--- config.mk ---
export PLATFORM = sky130hd
export DESIGN_NAME = bloom_filter_ctrl_flat
export DESIGN_NICKNAME = d
export VERILOG_FILES = /design/src/rtl/bloom_filter_pkg.sv /design/src/rtl/bloom_filter_ctrl_if.sv /design/src/rtl/bloom_filter_lut_clear.sv /design/src/rtl/bloom_filter_ctrl.sv /design/src/flat_wrapper.sv
export SDC_FILE = /design/constraint.sdc
export NUM_CORES = 1
export LEC_CHECK = 0
export CAP_MARGIN = 15
export CELL_PAD_IN_SITES_DETAIL_PLACEMENT = 2
export CELL_PAD_IN_SITES_GLOBAL_PLACEMENT = 2
export CORE_UTILIZATION = 32
export DETAILED_ROUTE_END_ITERATION = 10
export PLACE_DENSITY = 0.8
export SLEW_MARGIN = 0
export SYNTH_ARGS = -nofsm -noshare
export SYNTH_HDL_FRONTEND = slang
export SYNTH_SLANG_ARGS = --single-unit
--- constraint.sdc ---
create_clock -name main_clk_i -period 5.5 [get_ports main_clk_i]
set_input_delay 0.55 -clock main_clk_i [delete_from_list [all_inputs] [get_ports main_clk_i]]
set_output_delay 0.55 -clock main_clk_i [all_outputs]
set_load 0.005 [all_outputs]
--- src/rtl/bloom_filter_pkg.sv ---
// Shared CSR map, bit positions, version constant and controller state type
// for the Bloom filter control block.
package bloom_filter_pkg;

  localparam int unsigned BF_CSR_CTRL      = 0;
  localparam int unsigned BF_CSR_STATUS    = 1;
  localparam int unsigned BF_CSR_VERSION   = 2;
  localparam int unsigned BF_CSR_PKT_CNT   = 3;
  localparam int unsigned BF_CSR_MATCH_CNT = 4;

  localparam int unsigned BF_CTRL_SEARCH_EN   = 0;
  localparam int unsigned BF_CTRL_CLEAR_START = 1;
  localparam int unsigned BF_CTRL_CNT_RST     = 2;

  localparam int unsigned BF_STAT_CLEAR_BUSY     = 0;
  localparam int unsigned BF_STAT_SEARCH_EN      = 1;
  localparam int unsigned BF_STAT_LUT_WR_DROPPED = 2;
  localparam int unsigned BF_STAT_CLEAR_DONE     = 3;

  localparam logic [31:0] BF_CTRL_VERSION = 32'h0001_0000;

  typedef enum logic [1:0] {
    IDLE  = 2'd0,
    DRAIN = 2'd1,
    CLEAR = 2'd2
  } ctrl_state_t;

endpackage

--- src/rtl/bloom_filter_ctrl_if.sv ---
// Avalon-MM host bus of the control block: CSR slave plus host LUT write port.
interface bloom_filter_ctrl_if #(
  parameter int unsigned AMM_CSR_ADDR_W = 4,
  parameter int unsigned AMM_CSR_DATA_W = 32,
  parameter int unsigned AMM_LUT_ADDR_W = 10,
  parameter int unsigned AMM_LUT_DATA_W = 32
);
  logic [AMM_CSR_ADDR_W-1:0] amm_slave_csr_address_i;
  logic                      amm_slave_csr_read_i;
  logic [AMM_CSR_DATA_W-1:0] amm_slave_csr_readdata_o;
  logic                      amm_slave_csr_write_i;
  logic [AMM_CSR_DATA_W-1:0] amm_slave_csr_writedata_i;
  logic [AMM_LUT_ADDR_W-1:0] amm_slave_lut_address_i;
  logic                      amm_slave_lut_write_i;
  logic [AMM_LUT_DATA_W-1:0] amm_slave_lut_writedata_i;

  modport slave (
    input  amm_slave_csr_address_i, amm_slave_csr_read_i, amm_slave_csr_write_i,
    input  amm_slave_csr_writedata_i,
    input  amm_slave_lut_address_i, amm_slave_lut_write_i, amm_slave_lut_writedata_i,
    output amm_slave_csr_readdata_o
  );

  modport master (
    output amm_slave_csr_address_i, amm_slave_csr_read_i, amm_slave_csr_write_i,
    output amm_slave_csr_writedata_i,
    output amm_slave_lut_address_i, amm_slave_lut_write_i, amm_slave_lut_writedata_i,
    input  amm_slave_csr_readdata_o
  );
endinterface

--- src/rtl/bloom_filter_lut_clear.sv ---
// LUT write-port owner: registered host write forwarding in IDLE, or a
// drain-then-zero sweep over the whole table.
module bloom_filter_lut_clear
  import bloom_filter_pkg::*;
#(
  parameter int unsigned ADDR_W = 10,
  parameter int unsigned DATA_W = 32
) (
  input  logic              clk,
  input  logic              rst,
  input  logic              start_i,
  input  logic              busy_i,
  input  logic [ADDR_W-1:0] host_address_i,
  input  logic              host_write_i,
  input  logic [DATA_W-1:0] host_writedata_i,
  output logic [ADDR_W-1:0] lut_address_o,
  output logic              lut_write_o,
  output logic [DATA_W-1:0] lut_writedata_o,
  output logic              clear_busy_o,
  output logic              idle_next_o,
  output logic              done_o,
  output logic              host_drop_o
);

  ctrl_state_t       state, state_next;
  logic [ADDR_W-1:0] addr_q, addr_next;
  logic              host_wr_q;
  logic [ADDR_W-1:0] host_addr_q;
  logic [DATA_W-1:0] host_data_q;

  always_ff @(posedge clk or posedge rst) begin
    if (rst) begin
      state  <= IDLE;
      addr_q <= '0;
    end else begin
      state  <= state_next;
      addr_q <= addr_next;
    end
  end

  always_comb begin
    state_next = state;
    addr_next  = addr_q;
    done_o     = 1'b0;
    case (state)
      IDLE:  if (start_i) state_next = DRAIN;
      DRAIN: if (!busy_i) begin
        state_next = CLEAR;
        addr_next  = '0;
      end
      CLEAR: begin
        addr_next = addr_q + ADDR_W'(1);
        if (addr_q == '1) begin
          done_o     = 1'b1;
          state_next = IDLE;
        end
      end
      default: state_next = IDLE;
    endcase
  end

  always_ff @(posedge clk or posedge rst) begin
    if (rst) begin
      host_wr_q   <= 1'b0;
      host_addr_q <= '0;
      host_data_q <= '0;
    end else begin
      host_wr_q <= host_write_i && (state == IDLE);
      if (host_write_i && (state == IDLE)) begin
        host_addr_q <= host_address_i;
        host_data_q <= host_writedata_i;
      end
    end
  end

  // Sweep writes come straight from the state register so an async reset
  // removes them in the same cycle.
  assign lut_write_o     = (state == CLEAR) || host_wr_q;
  assign lut_address_o   = (state == CLEAR) ? addr_q : host_addr_q;
  assign lut_writedata_o = (state == CLEAR) ? '0 : host_data_q;

  assign clear_busy_o = (state != IDLE);
  assign idle_next_o  = (state_next == IDLE);
  assign host_drop_o  = host_write_i && (state != IDLE);

endmodule

--- src/rtl/bloom_filter_ctrl.sv ---
// Bloom filter control: CSR slave, search enable gating, LUT clear sequencing
// and packet/match statistics.
module bloom_filter_ctrl
  import bloom_filter_pkg::*;
#(
  parameter int unsigned AMM_CSR_ADDR_W = 4,
  parameter int unsigned AMM_CSR_DATA_W = 32,
  parameter int unsigned AMM_LUT_ADDR_W = 10,
  parameter int unsigned AMM_LUT_DATA_W = 32
) (
  input  logic                      main_clk_i,
  input  logic                      main_arst_i,
  bloom_filter_ctrl_if.slave        amm,
  output logic [AMM_LUT_ADDR_W-1:0] lut_address_o,
  output logic                      lut_write_o,
  output logic [AMM_LUT_DATA_W-1:0] lut_writedata_o,
  output logic                      search_en_o,
  input  logic                      datapath_busy_i,
  input  logic                      pkt_done_i,
  input  logic                      match_i
);

  logic                      wr_ctrl, wr_status;
  logic                      clear_start, cnt_rst;
  logic                      search_en_q, search_en_next;
  logic                      clear_busy, idle_next, clear_done_pulse, host_drop;
  logic                      lut_wr_dropped, clear_done;
  logic [AMM_CSR_DATA_W-1:0] pkt_cnt, match_cnt;
  logic [AMM_CSR_DATA_W-1:0] rd_mux;
  logic                      unused_wdata;

  assign wr_ctrl   = amm.amm_slave_csr_write_i &&
                     (amm.amm_slave_csr_address_i == AMM_CSR_ADDR_W'(BF_CSR_CTRL));
  assign wr_status = amm.amm_slave_csr_write_i &&
                     (amm.amm_slave_csr_address_i == AMM_CSR_ADDR_W'(BF_CSR_STATUS));

  assign clear_start    = wr_ctrl && amm.amm_slave_csr_writedata_i[BF_CTRL_CLEAR_START];
  assign cnt_rst        = wr_ctrl && amm.amm_slave_csr_writedata_i[BF_CTRL_CNT_RST];
  assign search_en_next = wr_ctrl ? amm.amm_slave_csr_writedata_i[BF_CTRL_SEARCH_EN]
                                  : search_en_q;
  assign unused_wdata   = ^amm.amm_slave_csr_writedata_i[AMM_CSR_DATA_W-1:3];

  bloom_filter_lut_clear #(
    .ADDR_W (AMM_LUT_ADDR_W),
    .DATA_W (AMM_LUT_DATA_W)
  ) u_lut_clear (
    .clk              (main_clk_i),
    .rst              (main_arst_i),
    .start_i          (clear_start),
    .busy_i           (datapath_busy_i),
    .host_address_i   (amm.amm_slave_lut_address_i),
    .host_write_i     (amm.amm_slave_lut_write_i),
    .host_writedata_i (amm.amm_slave_lut_writedata_i),
    .lut_address_o    (lut_address_o),
    .lut_write_o      (lut_write_o),
    .lut_writedata_o  (lut_writedata_o),
    .clear_busy_o     (clear_busy),
    .idle_next_o      (idle_next),
    .done_o           (clear_done_pulse),
    .host_drop_o      (host_drop)
  );

  // Gating uses next-cycle values so search_en_o follows a CTRL write by one cycle.
  always_ff @(posedge main_clk_i or posedge main_arst_i) begin
    if (main_arst_i) begin
      search_en_q <= 1'b0;
      search_en_o <= 1'b0;
    end else begin
      search_en_q <= search_en_next;
      search_en_o <= search_en_next && idle_next;
    end
  end

  always_ff @(posedge main_clk_i or posedge main_arst_i) begin
    if (main_arst_i) begin
      lut_wr_dropped <= 1'b0;
      clear_done     <= 1'b0;
    end else begin
      if (wr_status) begin
        lut_wr_dropped <= 1'b0;
        clear_done     <= 1'b0;
      end
      if (host_drop)        lut_wr_dropped <= 1'b1;
      if (clear_done_pulse) clear_done     <= 1'b1;
    end
  end

  always_ff @(posedge main_clk_i or posedge main_arst_i) begin
    if (main_arst_i) begin
      pkt_cnt   <= '0;
      match_cnt <= '0;
    end else if (cnt_rst) begin
      pkt_cnt   <= '0;
      match_cnt <= '0;
    end else begin
      if (pkt_done_i) pkt_cnt   <= pkt_cnt + AMM_CSR_DATA_W'(1);
      if (match_i)    match_cnt <= match_cnt + AMM_CSR_DATA_W'(1);
    end
  end

  always_comb begin
    rd_mux = '0;
    case (amm.amm_slave_csr_address_i)
      AMM_CSR_ADDR_W'(BF_CSR_CTRL):
        rd_mux[BF_CTRL_SEARCH_EN] = search_en_q;
      AMM_CSR_ADDR_W'(BF_CSR_STATUS): begin
        rd_mux[BF_STAT_CLEAR_BUSY]     = clear_busy;
        rd_mux[BF_STAT_SEARCH_EN]      = search_en_o;
        rd_mux[BF_STAT_LUT_WR_DROPPED] = lut_wr_dropped;
        rd_mux[BF_STAT_CLEAR_DONE]     = clear_done;
      end
      AMM_CSR_ADDR_W'(BF_CSR_VERSION):   rd_mux = AMM_CSR_DATA_W'(BF_CTRL_VERSION);
      AMM_CSR_ADDR_W'(BF_CSR_PKT_CNT):   rd_mux = pkt_cnt;
      AMM_CSR_ADDR_W'(BF_CSR_MATCH_CNT): rd_mux = match_cnt;
      default:                           rd_mux = '0;
    endcase
  end

  always_ff @(posedge main_clk_i or posedge main_arst_i) begin
    if (main_arst_i)                    amm.amm_slave_csr_readdata_o <= '0;
    else if (amm.amm_slave_csr_read_i)  amm.amm_slave_csr_readdata_o <= rd_mux;
  end

endmodule

--- src/flat_wrapper.sv ---
// flat-port wrapper written by rule: the top's interface ports become plain ports
module bloom_filter_ctrl_flat import bloom_filter_pkg::*;
#(
  parameter int unsigned AMM_CSR_ADDR_W = 4,
  parameter int unsigned AMM_CSR_DATA_W = 32,
  parameter int unsigned AMM_LUT_ADDR_W = 10,
  parameter int unsigned AMM_LUT_DATA_W = 32
)
  (main_clk_i, main_arst_i, lut_address_o, lut_write_o, lut_writedata_o, search_en_o, datapath_busy_i, pkt_done_i, match_i, amm_amm_slave_csr_address_i, amm_amm_slave_csr_read_i, amm_amm_slave_csr_write_i, amm_amm_slave_csr_writedata_i, amm_amm_slave_lut_address_i, amm_amm_slave_lut_write_i, amm_amm_slave_lut_writedata_i, amm_amm_slave_csr_readdata_o);
  bloom_filter_ctrl_if #(.AMM_CSR_ADDR_W(AMM_CSR_ADDR_W), .AMM_CSR_DATA_W(AMM_CSR_DATA_W), .AMM_LUT_ADDR_W(AMM_LUT_ADDR_W), .AMM_LUT_DATA_W(AMM_LUT_DATA_W)) amm_i ();
  input  logic main_clk_i;
  input  logic main_arst_i;
  output logic [AMM_LUT_ADDR_W-1:0] lut_address_o;
  output logic lut_write_o;
  output logic [AMM_LUT_DATA_W-1:0] lut_writedata_o;
  output logic search_en_o;
  input  logic datapath_busy_i;
  input  logic pkt_done_i;
  input  logic match_i;
  input wire logic [$bits(amm_i.amm_slave_csr_address_i)-1:0] amm_amm_slave_csr_address_i;
  input wire logic [$bits(amm_i.amm_slave_csr_read_i)-1:0] amm_amm_slave_csr_read_i;
  input wire logic [$bits(amm_i.amm_slave_csr_write_i)-1:0] amm_amm_slave_csr_write_i;
  input wire logic [$bits(amm_i.amm_slave_csr_writedata_i)-1:0] amm_amm_slave_csr_writedata_i;
  input wire logic [$bits(amm_i.amm_slave_lut_address_i)-1:0] amm_amm_slave_lut_address_i;
  input wire logic [$bits(amm_i.amm_slave_lut_write_i)-1:0] amm_amm_slave_lut_write_i;
  input wire logic [$bits(amm_i.amm_slave_lut_writedata_i)-1:0] amm_amm_slave_lut_writedata_i;
  output wire logic [$bits(amm_i.amm_slave_csr_readdata_o)-1:0] amm_amm_slave_csr_readdata_o;
  assign amm_i.amm_slave_csr_address_i = amm_amm_slave_csr_address_i;
  assign amm_i.amm_slave_csr_read_i = amm_amm_slave_csr_read_i;
  assign amm_i.amm_slave_csr_write_i = amm_amm_slave_csr_write_i;
  assign amm_i.amm_slave_csr_writedata_i = amm_amm_slave_csr_writedata_i;
  assign amm_i.amm_slave_lut_address_i = amm_amm_slave_lut_address_i;
  assign amm_i.amm_slave_lut_write_i = amm_amm_slave_lut_write_i;
  assign amm_i.amm_slave_lut_writedata_i = amm_amm_slave_lut_writedata_i;
  assign amm_amm_slave_csr_readdata_o = amm_i.amm_slave_csr_readdata_o;
  bloom_filter_ctrl #(.AMM_CSR_ADDR_W(AMM_CSR_ADDR_W), .AMM_CSR_DATA_W(AMM_CSR_DATA_W), .AMM_LUT_ADDR_W(AMM_LUT_ADDR_W), .AMM_LUT_DATA_W(AMM_LUT_DATA_W)) u_core (.main_clk_i(main_clk_i), .main_arst_i(main_arst_i), .amm(amm_i), .lut_address_o(lut_address_o), .lut_write_o(lut_write_o), .lut_writedata_o(lut_writedata_o), .search_en_o(search_en_o), .datapath_busy_i(datapath_busy_i), .pkt_done_i(pkt_done_i), .match_i(match_i));
endmodule
==> results.toml <==
[die]
num_rows = 55
die-width_um = 155
initial_utilization_pct = 32.9
die_area_um2 = 24100
core_um2 = 22800
io_pins = 162
die_y_um = 155

[route]
dr.pass1.iters = 4
viasPerCell = 5.36
postRouteWirelength_um = 23800
ant_nets = 0
post_drt_wl_per_cell_um = 20.1
drt_iter0_markers = 236
drc = 0
vias = 6342

[placed_design]
place_hpwl_um = 16000
portBuffers = 132
place_congestion = 0.731
placed_area_um2 = 9130
dp_slack_ps = 2320

[final_layout]
fin_nets = 945
area_growth_pct = 29.9
final_common_cell = "dfrtp_1"
final_cell_mix = "dfrtp_1 (155), clkdlybuf4s50_1 (132), nand2_1 (74)"
post_route_cells_drive_above_1_share_pct = 10.6
final_cell_area_um2 = 9760
utilization_pct = 42.7
fillers = 2432

[timing]
maxSlewViolCount = 0
finalHoldViolCount = 0
fin_crit_ps = 2890
tightest_slew_ps = 998
final.period_utilization_pct = 52.6
setup_tns_ps = 0
finalWorstSetupSlack_ps = 2610
setup_violations = 0
rsz0062_at_grt = "false"
fmax_ghz = 0.346
skew_ps = 15.8
slew_headroom_pct = 33.3

[cts]
postCtsSetupBuffers = 0
cts_hold_buf = 0
cts-root-buf = "clkbuf_16"
clock_path_buffers = 2
tritoncts = "done"
htreeDepth = 4
clk_pin_slew_ps = 70
cts_buffers = 17
cts_resized = 0
cts_sinks = 155
clock_latency_ps = 430

[global_routing]
grtUsageTotal_pct = 20.8
grt_start_max_net_pins = 64
grt_pass1_vias = 7118
antenna_found_initial = 3
grt_remaining_overflow = 0
grt_pass1_wl_um = 38800

[synth]
synth_ff_type = "dfrtp_1"
ys_types = 46
synth_edf_count = 0
synth_fp_nets = 830
yosysSeqAreaShare_pct = 51.7
synthArstFlopShare_pct = 100
netlist_area_um2 = 7510
avgSynthCellArea_um2 = 10.1
yosysWarnings = 0
syn_inst = 741
ys_ff_latch = 155

[status]
status = "completed"

[critical_path]
arrival_ps = 2340
worst_setup_path_end_kind = "primary output"
crit_type = "reg2out"
required_ps = 4950
cp-start-kind = "flip-flop"
cp_max_fo = 14

[job]
maxCapViolations = 0

[pwr]
leakage_nw = 3.88
ir_drop_mv = 0.190
power_density_nw_per_um2 = 327

[min_path]
hp-class = "reg2reg"
## where the power goes
part           internal, mW  total, mW  switching, mW
logic                 0.247      0.466          0.219
clock network         0.764       1.28          0.515
registers              1.29       1.45          0.156
total                  2.31       3.19          0.890
## final timing paths
path                       slack (ps)  depth (start not counted)                                                   to                                            from
hold / removal                    500                          1       u_core.u_lut_clear.host_data_q[25]$_DFFE_PP0P_  u_core.u_lut_clear.host_data_q[25]$_DFFE_PP0P_
setup reg to reg                 2910                          4                       u_core.pkt_cnt[31]$_DFFE_PP0P_                   u_core.pkt_cnt[7]$_DFFE_PP0P_
setup / recovery                 2610                          4                                     lut_address_o[4]           u_core.u_lut_clear.state[1]$_DFF_PP0_
hold reg to reg                   500                          1       u_core.u_lut_clear.host_data_q[25]$_DFFE_PP0P_  u_core.u_lut_clear.host_data_q[25]$_DFFE_PP0P_
min in group asynchronous         520                          2  u_core.amm.amm_slave_csr_readdata_o[30]$_DFFE_PP0P_                                     main_arst_i
max in group asynchronous        3800                          3                     u_core.match_cnt[12]$_DFFE_PP0P_                                     main_arst_i
## metrics by stage
stage	power [mW]	hold WS, ps	instances
5_1_grt	3.35	517	1182
3_5_place_dp	1.94	491	1150
2_1_floorplan	1.70	449	741
4_1_cts	3.23	507	1182
3_3_place_gp	1.90	481	1150
6_report	3.19	502	1183
## metal layers
layer	track usage [%]	routed length (um)	up-vias
li1	-	-	2912
met1	24.3	9980	3258
met2	35.2	11600	146
met3	8.72	1930	24
met4	4.90	275	2
met5	0	13	-
## logic make-up (layout without fill, tap and decap cells)
group	after synthesis	in the layout	synth area share, %
muxes	56	56	8.20
buffers and inverters	83	211	4.27
and+or+nand+nor	274	274	20.0
AOI/OAI and AO/OA	148	148	12.8
DFF	155	155	51.7
xor gates and xnor gates	22	22	2.57
other	0	1	0
adders and majority gates	3	3	0.500
## area by class of cell
| class | instances | area [um^2] | share of cell area [%] |
|---|---|---|---|
| flip-flops and latches | 155 | 3880 | 39.8 |
| multi-input cells | 503 | 3320 | 34.1 |
| repair buffers | 141 | 1390 | 14.2 |
| clock buffers | 19 | 433 | 4.44 |
| well taps | 313 | 392 | 4.01 |
| clock inverters | 13 | 191 | 1.96 |
| inverters | 38 | 148 | 1.51 |
| diodes | 1 | 2.50 | 0.0257 |
## synth_stat cells (10+ instances only)
| master | number | area share, % |
|---|---|---|
| a21oi_1 | 33 | 2.2 |
| a22oi_1 | 27 | 2.7 |
| and2_1 | 36 | 3.0 |
| and3_1 | 10 | 0.83 |
| clkbuf_1 | 37 | 1.8 |
| dfrtp_1 | 155 | 52 |
| inv_1 | 38 | 1.9 |
| mux2_2 | 44 | 6.6 |
| mux2i_1 | 12 | 1.6 |
| nand2_1 | 74 | 3.7 |
| nand3_1 | 28 | 1.9 |
| nand4_1 | 19 | 1.6 |
| nor2_1 | 26 | 1.3 |
| o21ai_0 | 17 | 1.1 |
| o22ai_1 | 31 | 2.6 |
| o31ai_1 | 23 | 2.3 |
| or4_1 | 24 | 2.4 |
| xor2_1 | 16 | 1.9 |
## state kept, by name, summed over array words and instances (netlist names), 2 cells and up
| signal | count |
|---|---|
| u_core.amm.amm_slave_csr_readdata_o | 32 |
| u_core.match_cnt | 32 |
| u_core.pkt_cnt | 32 |
| u_core.u_lut_clear.addr_q | 10 |
| u_core.u_lut_clear.host_addr_q | 10 |
| u_core.u_lut_clear.host_data_q | 32 |
| u_core.u_lut_clear.state | 2 |
## worst max-delay path: stages (launching register included)
cell and delay (ps):
dfrtp_1 400, nor2b_1 750, nand2_1 160, nand2_1 90
clkdlybuf4s50_1 520
No activity file was read; power rests on OpenSTA's default activity.
